[src/rtl/instr_fetch.sv]
// Instruction fetch stage: owns the PC, issues one instruction-memory read at a
// time and holds the fetched word for decode under a valid/ready handshake.
module instr_fetch #(
  parameter logic [31:0] RESET_PC = 32'h0000_0000
) (
  input  logic        clk,
  input  logic        reset,
  output logic        imem_req,
  output logic [31:0] imem_addr,
  input  logic        imem_rvalid,
  input  logic [31:0] imem_rdata,
  output logic [31:0] Instr,
  output logic [5:0]  Op,
  output logic [5:0]  Funct,
  output logic [31:0] PC,
  output logic [31:0] PCPlus4,
  output logic        InstrValid,
  input  logic        InstrReady,
  input  logic        Redirect,
  input  logic [31:0] RedirectPC
);

  // Handshake: decode takes Instr/PC in any cycle where InstrValid & InstrReady;
  // InstrValid never drops without a transfer except on Redirect or reset.
  typedef enum logic [1:0] {IDLE, FETCH, WAIT, HOLD} state_t;

  state_t      state, state_next;
  logic [31:0] fetch_pc, fetch_pc_next;
  logic        kill, kill_next;
  logic [31:0] instr_next, pc_next;
  logic        valid_next;
  logic [31:0] redirect_pc;

  assign redirect_pc = RedirectPC & 32'hFFFF_FFFC;

  always_ff @(posedge clk) begin
    if (reset) begin
      state      <= IDLE;
      fetch_pc   <= RESET_PC;
      kill       <= 1'b0;
      Instr      <= 32'h0;
      PC         <= 32'h0;
      InstrValid <= 1'b0;
    end else begin
      state      <= state_next;
      fetch_pc   <= fetch_pc_next;
      kill       <= kill_next;
      Instr      <= instr_next;
      PC         <= pc_next;
      InstrValid <= valid_next;
    end
  end

  always_comb begin
    state_next    = state;
    fetch_pc_next = fetch_pc;
    kill_next     = kill;
    instr_next    = Instr;
    pc_next       = PC;
    valid_next    = InstrValid;
    case (state)
      IDLE:  state_next = FETCH;
      FETCH: begin
        state_next = WAIT;
        if (Redirect) kill_next = 1'b1;
      end
      WAIT: begin
        if (imem_rvalid) begin
          // A response is dropped if it was killed earlier or a redirect lands now.
          if (kill || Redirect) begin
            kill_next  = 1'b0;
            state_next = FETCH;
          end else begin
            instr_next    = imem_rdata;
            pc_next       = fetch_pc;
            valid_next    = 1'b1;
            fetch_pc_next = fetch_pc + 32'd4;
            state_next    = HOLD;
          end
        end else if (Redirect) begin
          kill_next = 1'b1;
        end
      end
      HOLD: begin
        if (Redirect || InstrReady) begin
          valid_next = 1'b0;
          state_next = FETCH;
        end
      end
      default: state_next = IDLE;
    endcase
    if (Redirect) fetch_pc_next = redirect_pc;
  end

  assign imem_req  = (state == FETCH);
  assign imem_addr = imem_req ? fetch_pc : 32'h0;
  assign Op        = Instr[31:26];
  assign Funct     = Instr[5:0];
  assign PCPlus4   = PC + 32'd4;

endmodule

[config.mk]
export PLATFORM = sky130hd
export DESIGN_NAME = instr_fetch
export DESIGN_NICKNAME = d
export VERILOG_FILES = /design/src/rtl/instr_fetch.sv
export SDC_FILE = /design/constraint.sdc
export NUM_CORES = 1
export LEC_CHECK = 0
export CORE_UTILIZATION = 44
export DETAILED_ROUTE_END_ITERATION = 7
export PLACE_DENSITY = 0.81
export SLEW_MARGIN = 10
export SYNTH_ARGS = -nofsm -noshare
export SYNTH_HDL_FRONTEND = slang
export SYNTH_SLANG_ARGS = --single-unit
[constraint.sdc]
create_clock -name clk -period 2.6 [get_ports clk]
set_input_delay 0.78 -clock clk [delete_from_list [all_inputs] [get_ports clk]]
set_output_delay 0.78 -clock clk [all_outputs]
set_load 0.01 [all_outputs]
==> out/metrics.yaml <==
synth-compound-area-share_pct: 15.7
cts.clk_slew.worst_paths_ns: 0.07
synthMuxAreaShare_pct: 0.215
htreeDepth: 3
slowest_stage: "dfxtp_2"
worstPathArrival_ns: 1.90
period_share_pct: 103
avgSynthCellArea_um2: 7.66
ff2ff_setup_slack_ns: 0.32
synth_top_area_cell: "dfxtp_1"
ios: 211
cp_common_cell: "buf_4"
violations: "design-rule violations, negative setup slack"
cts_root_buf: "clkbuf_16"
status: "finished with violations"
drtAntennaViolNets: 0
synth_fa_ha_area_share_pct: 1.19
placementRows: 39
r2r-end: "fetch_pc[22]$_SDFFE_PP0P_"
ir_drop_v: 0.000271
synth_top_family_by_area: "simple AND/OR/NAND/NOR gates"
crit_path_start_kind: "flop"
finalSetupViolations: 4
fmax_ghz: 0.373
worst_hold_slack_ns: 0.455
clock-sinks: 96
r2r-start: "fetch_pc[2]$_SDFFE_PP0P_"
finalCriticalPeriod_ns: 2.68
p_leak_nw: 3.47
slew_violations: 0
grtUsageTotal_pct: 28.9
postSynthCellCount: 684
worst_hold_path_type: "reg -> reg"
synthDistinctLibCells: 65
cts_tree: "built"
synthTopCellsByArea: "dfxtp_1 (37%), nand2_1 (11%), a21oi_1 (7.2%)"
vias_per_cell: 5.55
fillers: 901
critPathMaxFanout: 6
path_class: "reg -> out"
cp-endpoint: "PCPlus4[23]"
wl_per_cell_um: 17.0
gp_congestion: 0.888
antenna_found_initial: 0
final_common_cell: "nand2_1"
fin_skew_ns: 0.00834
placed_area_um2: 7620
worstMarginPinSlew_ns: 0.711
diodes: 0
final_util_pct: 72.0
clockBufferDepth: 2
die_y_um: 111
required_ns: 1.82
r2r_cells: 5
cts_made_buffers: 9
grt_setup_unrepaired: "yes"
end_kind: "output port"
routed_wl_um: 18100
p_int_mw: 2.49
p_seq_share_pct: 47.5
async_flop_share_pct: 0
syn_area_um2: 5240
drtIter0Drc: 527
grt_pass1_vias: 5714
globalRouteOverflowTotal: 0
combPwrFrac_pct: 12.7
hold-path-cell-count: 2
design_area_um2: 8290
synth_edf_count: 0
area_delta_synth_final_pct: 58.2
grt_first_pass_wirelength_um: 28900
grt_max_degree: 92
synth_xor_area_share_pct: 5.35
slew_headroom_pct: 52.1
clock_latency_ns: 0.34
dieArea_um2: 12300
synth_warnings: 0
power_frac_clock_pct: 39.8
hpwlAfterDp_um: 12600
ys_ff_latch: 96
cp-startpoint: "PC[9]$_SDFFE_PP0P_"
place_ws_ns: -0.245
synth-seq-area-share_pct: 36.7
power.switching_uw: 828
netlist.area_leader.share_pct: 36.7
synthSimpleGateAreaFrac_pct: 32.1
nets: 988
p_sw_share_pct: 24.9
initial_core_util_pct: 45.5
hold_violations: 0
cap_violations: 0
port_buffers: 202
ys.flop_type: "dfxtp_1"
via_count: 5895
dieWidth_um: 111
drive_gt1_share_pct: 18.2
critical_path.cell_chain: "and4_4 > nand4_1 > buf_6 > buf_4 > buf_4 > nor4_4 > xor2_1 > buf_2"
fin_ws_ns: -0.0804
final_cell_mix: "nand2_1 (155), clkdlybuf4s50_1 (144), dfxtp_1 (87), a21oi_1 (75), buf_4 (67)"
max_stage_delay_ns: 0.33
tns_ns: -0.183
drcViolationCount: 30
core_um2: 11500
power_density_nw_per_um2: 401
dr.pass1.iters: 8
## layout make-up
class / instances / area (um2) / share of cell area, %
clock buffers: 10 / 229 / 2.76
well taps: 143 / 179 / 2.16
clock inverters: 6 / 67.6 / 0.815
repair buffers: 284 / 2620 / 31.6
inverters: 17 / 63.8 / 0.770
flip-flops and latches: 96 / 1940 / 23.4
multi-input cells: 506 / 3200 / 38.6
## sequential cells by signal, indices dropped and copies added, names as in the netlist
signal and cells:
fetch_pc 30, state 2, InstrValid 1, kill 1, Instr 32, PC 30
## metal layers
layer,GRT usage (%),share of wire [%],vias up
li1,-,-,2837
met1,36.7,43,2762
met2,48.8,48,250
met3,4.37,5.8,46
met4,12.0,3.0,0
met5,0,0,-
## worst min path at each step
stage | startpoint | end | slack, ns
global route | Instr[18]$_SDFFE_PP0P_ | Instr[18]$_SDFFE_PP0P_ | 0.47
floorplan | fetch_pc[31]$_SDFFE_PP0P_ | PC[31]$_SDFFE_PP0P_ | 0.44
global placement | Instr[15]$_SDFFE_PP0P_ | Instr[15]$_SDFFE_PP0P_ | 0.44
CTS | Instr[25]$_SDFFE_PP0P_ | Instr[25]$_SDFFE_PP0P_ | 0.45
detailed placement | Instr[25]$_SDFFE_PP0P_ | Instr[25]$_SDFFE_PP0P_ | 0.45
finish | Instr[18]$_SDFFE_PP0P_ | Instr[18]$_SDFFE_PP0P_ | 0.45
## power by group through the flow
| stage | sequential (mW) | combinational, mW | clock (mW) |
|---|---|---|---|
| floorplan | 1.58 | 0.196 | 0 |
| detailed placement | 1.61 | 0.400 | 0 |
| global route | 1.58 | 0.451 | 1.41 |
| global placement | 1.61 | 0.389 | 0 |
| CTS | 1.58 | 0.419 | 1.34 |
| finish | 1.58 | 0.421 | 1.32 |
## repair_timing
action,CTS,global route
resized for setup,162,26
buffers inserted,11,4
gates cloned,1,0
hold buffers,0,0
pin swaps,12,10
endpoints found under the setup margin,56,21
## cells by family (layout without fill, tap and decap cells)
logic type      after synthesis  count (layout)
xor+xnor                     32              32
mux                           1               1
other cells                   1               6
compound gates              131             131
flops                        96              96
simple gates                331             331
fa+ha+maj                     5               5
buf+inv                      87             317
## metrics by stage
stage / power (mW) / std cells
after floorplan: 1.78 / 689
after global placement: 2.00 / 1031
after detailed placement: 2.01 / 1031
after CTS: 3.34 / 1059
after global routing: 3.45 / 1062
final: 3.32 / 1062
## critical path: cells and delay by family (launching register included)
family / cells / cell delay (ns)
buf+inv: 4 / 0.56
simple gates: 3 / 0.51
flops: 1 / 0.33
xor+xnor: 1 / 0.16
## cells in the mapped netlist, drive strengths merged, types with 13 or more instances
cell type and n:
nor2 17, a21oi 75, and4 13, dfxtp 96, and3 14, clkbuf 28, nand2 157, nand4 21
inv 17, nand3 21, buf 42, and2 31, xor2 21, nor4 19
Power figures use the tool's default switching activity.
==> variant 1, RTL diff (same flow settings) <==
`Instr` no longer has a reset.
--- a/src/rtl/instr_fetch.sv
+++ b/src/rtl/instr_fetch.sv
@@ -38,17 +38,19 @@
       state      <= IDLE;
       fetch_pc   <= RESET_PC;
       kill       <= 1'b0;
-      Instr      <= 32'h0;
       PC         <= 32'h0;
       InstrValid <= 1'b0;
     end else begin
       state      <= state_next;
       fetch_pc   <= fetch_pc_next;
       kill       <= kill_next;
-      Instr      <= instr_next;
       PC         <= pc_next;
       InstrValid <= valid_next;
     end
+  end
+
+  always_ff @(posedge clk) begin
+    Instr <= instr_next;
   end
 
   always_comb begin
Formal check against the unedited RTL: differs if reset is asserted again (counterexample within 4 cycles, from zero or initial values and one cycle with reset high); with reset held inactive, the same outputs for 4 cycles.
==> variant 1 against the unedited design <==
- the flow finishes with violations (negative setup slack)
- synthesized area shrank 4.3%
- clock skew grew 0.87 ps
- fmax shrank 1.0%
- wire length shrank 3.9%
- total power grew 2.7%
- die area shrank 4.2%
- cell count shrank 9.3%
- critical path depth is the same
- final area shrank 4.7%
- worst setup slack lost 28 ps
- register-to-register slack gained 40 ps
- sequential cell count is the same
- clock power grew 3%
- critical path type unchanged
- highest routed layer unchanged
==> variant 1: results (changes against the unedited design) <==
| Metric | Value |
|---|---|
| VDD IR max | `0.352 mV (+30%)` |
| Fraction of layout cells with a size suffix above 1 | `18.0% (-0.19 points)` |
| Dpl cells | `941 (-8.7%)` |
| Post-DP HPWL | `12.5 mm (-0.22%)` |
| Critical path startpoint | `PC[2]` |
| Sequential cell area fraction in the yosys report | `44.7% (+8.0 points)` |
| Total Routing Usage GR | `28.8% (-0.086 points)` |
| Total wire length | `17.4 mm (-3.9%)` |
| Hold path startpoint | `fetch_pc[28]` |
| Vias | `5437 (-7.8%)` |
| Failing checks | `negative setup slack` |
| Fin worst setup slack | `-109 ps (-28.1 ps)` |
| Layout net count | `892 (-9.7%)` |
| Setup violations, final | `7 (+3)` |
| Switching power | `0.915 mW (+11%)` |
| Vias per inst | `5.65 (+1.7%)` |
| Synthesized instance count | `578 (-15%)` |
| Drt pass-1 iters | `5 (-3)` |
| GPL Wtd Cong | `0.956 (+7.7%)` |
| Status | `finished with violations` |
| Hold WS | `502 ps (+47.3 ps)` |
| Power Clock | `1.36 mW (+3%)` |
| Placed cell area | `7490 µm² (-1.6%)` |
| Fin Setup TNS | `-446 ps (-263 ps)` |
| Starting DRT DRC Count | `440 (-17%)` |
| Tot Pwr | `3.41 mW (+2.7%)` |
| Max incr delay on CP | `360 ps (+30 ps)` |
| Worst R2R Setup Slack | `360 ps (+40 ps)` |
| Clock Skew | `9.21 ps (+0.867 ps)` |
| Synth top area cells | `dfxtp_1 26%, edfxtp_1 19%, nand2_1 6.9%` |
| Crit path to | `PCPlus4[28]` |
| Crit path max fanout | `5 (-1)` |
| Worst slack, placed | `-219 ps (+26.0 ps)` |
| Vias in the first global route | `5027 (-12%)` |
| Number of enable flip-flop cells after synthesis | `32 (+32)` |
[variant 1: area by class of cell]
class,instances,area [µm²]
fillers,779,3080
well taps,140,175
inverters,17,63.8
flip-flops and latches,96,2260
clock inverters,7,83.8
multi-input cells,418,2560
repair buffers,276,2530
clock buffers,9,225
[variant 1: timing repair]
action                     4_1_cts  5_1_grt
pin swaps                       16       22
buffers inserted                 2        4
cloned                           1        1
hold buffers                     0        0
setup endpoints to repair       57       29
resized for setup              106       39
[variant 1: routing by layer]
layer	up-vias	share of wire, %	GRT usage, %
met3	40	9.0	4.90
met1	2526	38	34.8
met2	336	51	50.3
met4	0	2.6	12.3
met5	-	0	0
li1	2535	-	-
[variant 1: cell families after synthesis]
family          Yosys count  share of synthesized area [%]
simple gates            276                           28.8
flops                    96                           44.7
compound gates           93                           11.9
buf+inv                  70                           6.71
xor+xnor                 35                           6.12
fa+ha+maj                 5                           1.25
mux                       2                          0.424
other cells               1                         0.0748
==> variant 2, RTL diff (config.mk and constraints unchanged) <==
Without the edit above. The 4 states of `state_t` get a Gray code encoding in 2 bits.
--- a/src/rtl/instr_fetch.sv
+++ b/src/rtl/instr_fetch.sv
@@ -22,7 +22,7 @@
 
   // Handshake: decode takes Instr/PC in any cycle where InstrValid & InstrReady;
   // InstrValid never drops without a transfer except on Redirect or reset.
-  typedef enum logic [1:0] {IDLE, FETCH, WAIT, HOLD} state_t;
+  typedef enum logic [1:0] {IDLE = 2'b00, FETCH = 2'b01, WAIT = 2'b11, HOLD = 2'b10} state_t;
 
   state_t      state, state_next;
   logic [31:0] fetch_pc, fetch_pc_next;
Function: no difference found for any inputs over 4 cycles, from zero or initial values and one cycle with reset high; so few cycles prove little.
==> variant 2 against the unedited design <==
- the run ends with negative setup slack left
- wire length is 2.7% lower
- sequential cell count stayed put
- final area is 0.33% lower
- synthesized area is 3.1% lower
- clock skew is 2.6 ps lower
- worst setup slack worse by 220 ps
- global-route usage is 2.1 points lower
- total power is 3.3% higher
- synthesized cell count is 2.5% lower
- critical endpoint is now PCPlus4[29]
- largest cell class unchanged
- largest power group unchanged
- highest routed layer unchanged
==> variant 2: results (changes against the unedited design) <==
| Metric | Value |
|---|---|
| Status | `finished with violations` |
| Failing checks | `negative setup slack` |
| Total Routing Usage GR | `26.8% (-2.1 points)` |
| Clock power frac | `41.0% (+1.2 points)` |
| Setup violations, final | `19 (+15)` |
| Hold path startpoint | `Instr[19]` |
| Starting DRT DRC Count | `488 (-7.4%)` |
| Worst slew margin | `50.0% (-2.1 points)` |
| GPL Wtd Cong | `0.927 (+4.4%)` |
| Fin worst setup slack | `-296 ps (-215 ps)` |
| Number of distinct library cells after synthesis | `52 (-20%)` |
| Max incr delay on CP | `430 ps (+100 ps)` |
| Sequential cell area fraction in the yosys report | `37.9% (+1.2 points)` |
| Vias | `5798 (-1.6%)` |
| CP max stage cell | `or3_4` |
| Logic power comb | `0.435 mW (+3%)` |
| Placed cell area | `7440 µm² (-2.3%)` |
| Hold EP | `Instr[19]` |
| Syn avg cell area | `7.61 µm² (-0.66%)` |
| Sequential share of power | `46.3% (-1.2 points)` |
| Switch share | `24.4% (-0.57 points)` |
| Reg-to-Reg End | `fetch_pc[25]` |
| Vias in the first global route | `5290 (-7.4%)` |
| Total wire length | `17.6 mm (-2.7%)` |
| Layout net count | `976 (-1.2%)` |
| First-pass GRT wire length | `25.1 mm (-13%)` |
| Worst R2R Setup Slack | `430 ps (+110 ps)` |
| Drt pass-1 iters | `7 (-1)` |
| Cell family with most CP delay | `simple AND/OR/NAND/NOR gates` |
| Worst slack, placed | `-398 ps (-153 ps)` |
| Largest net degree at the start of global routing | `64 (-30%)` |
| VDD IR max | `0.347 mV (+28%)` |
[variant 2: worst max path at each step]
| stage | start | endpoint | slack (ps) | depth (start not counted) |
|---|---|---|---|---|
| final | PC[3] | PCPlus4[29] | -300 | 6 |
| after global placement | PC[2] | PCPlus4[28] | -310 | 6 |
| after floorplan | PC[3] | PCPlus4[28] | 10 | 6 |
| after CTS | PC[2] | PCPlus4[28] | -350 | 7 |
| after global routing | PC[11] | PCPlus4[29] | -400 | 6 |
| after detailed placement | PC[2] | PCPlus4[28] | -400 | 6 |
[variant 2: layout make-up]
type                       instances  area, µm²
clock inverter                     5       82.6
inverter                          11       41.3
clock buffer                      10        229
sequential                        96       1950
tap                              140        175
fill                             741       2770
timing repair buffer             287       2730
multi-input combinational        500       3060
[variant 2: cell families after synthesis]
logic type | share of synthesized area (%)
fa+ha+maj | 0.493
simple gates | 32.4
compound gates | 14.3
buf+inv | 8.04
flops | 37.9
other cells | 0.0739
xor+xnor | 6.56
mux | 0.197
[variant 2: through the flow]
| stage | std cells | setup TNS [ps] |
|---|---|---|
| floorplan | 672 | 0 |
| global placement | 1012 | -3710 |
| detailed placement | 1012 | -5220 |
| CTS | 1033 | -2820 |
| global route | 1049 | -3970 |
| finish | 1049 | -2680 |
[variant 2: repair_timing]
action / CTS / global route
buffers inserted: 5 / 19
setup endpoints to repair: 56 / 51
gates resized for setup: 115 / 81
pin swaps: 11 / 19
hold buffers: 0 / 0
cloned: 1 / 0
[variant 2: metal layers]
layer  share of wire [%]  track usage [%]  vias up
li1                    -                -     2769
met1                  40             32.9     2710
met4                 2.7             10.7        0
met2                  50             45.7      276
met3                 7.3             5.51       43
met5                   0                0        -
[variant 2: worst register-to-register path, cell delays in order, from the launching register on]
cell	delay, ps
dfxtp_1	490
nand4_2	220
or4_4	620
or4_1	490
a311oi_1	260
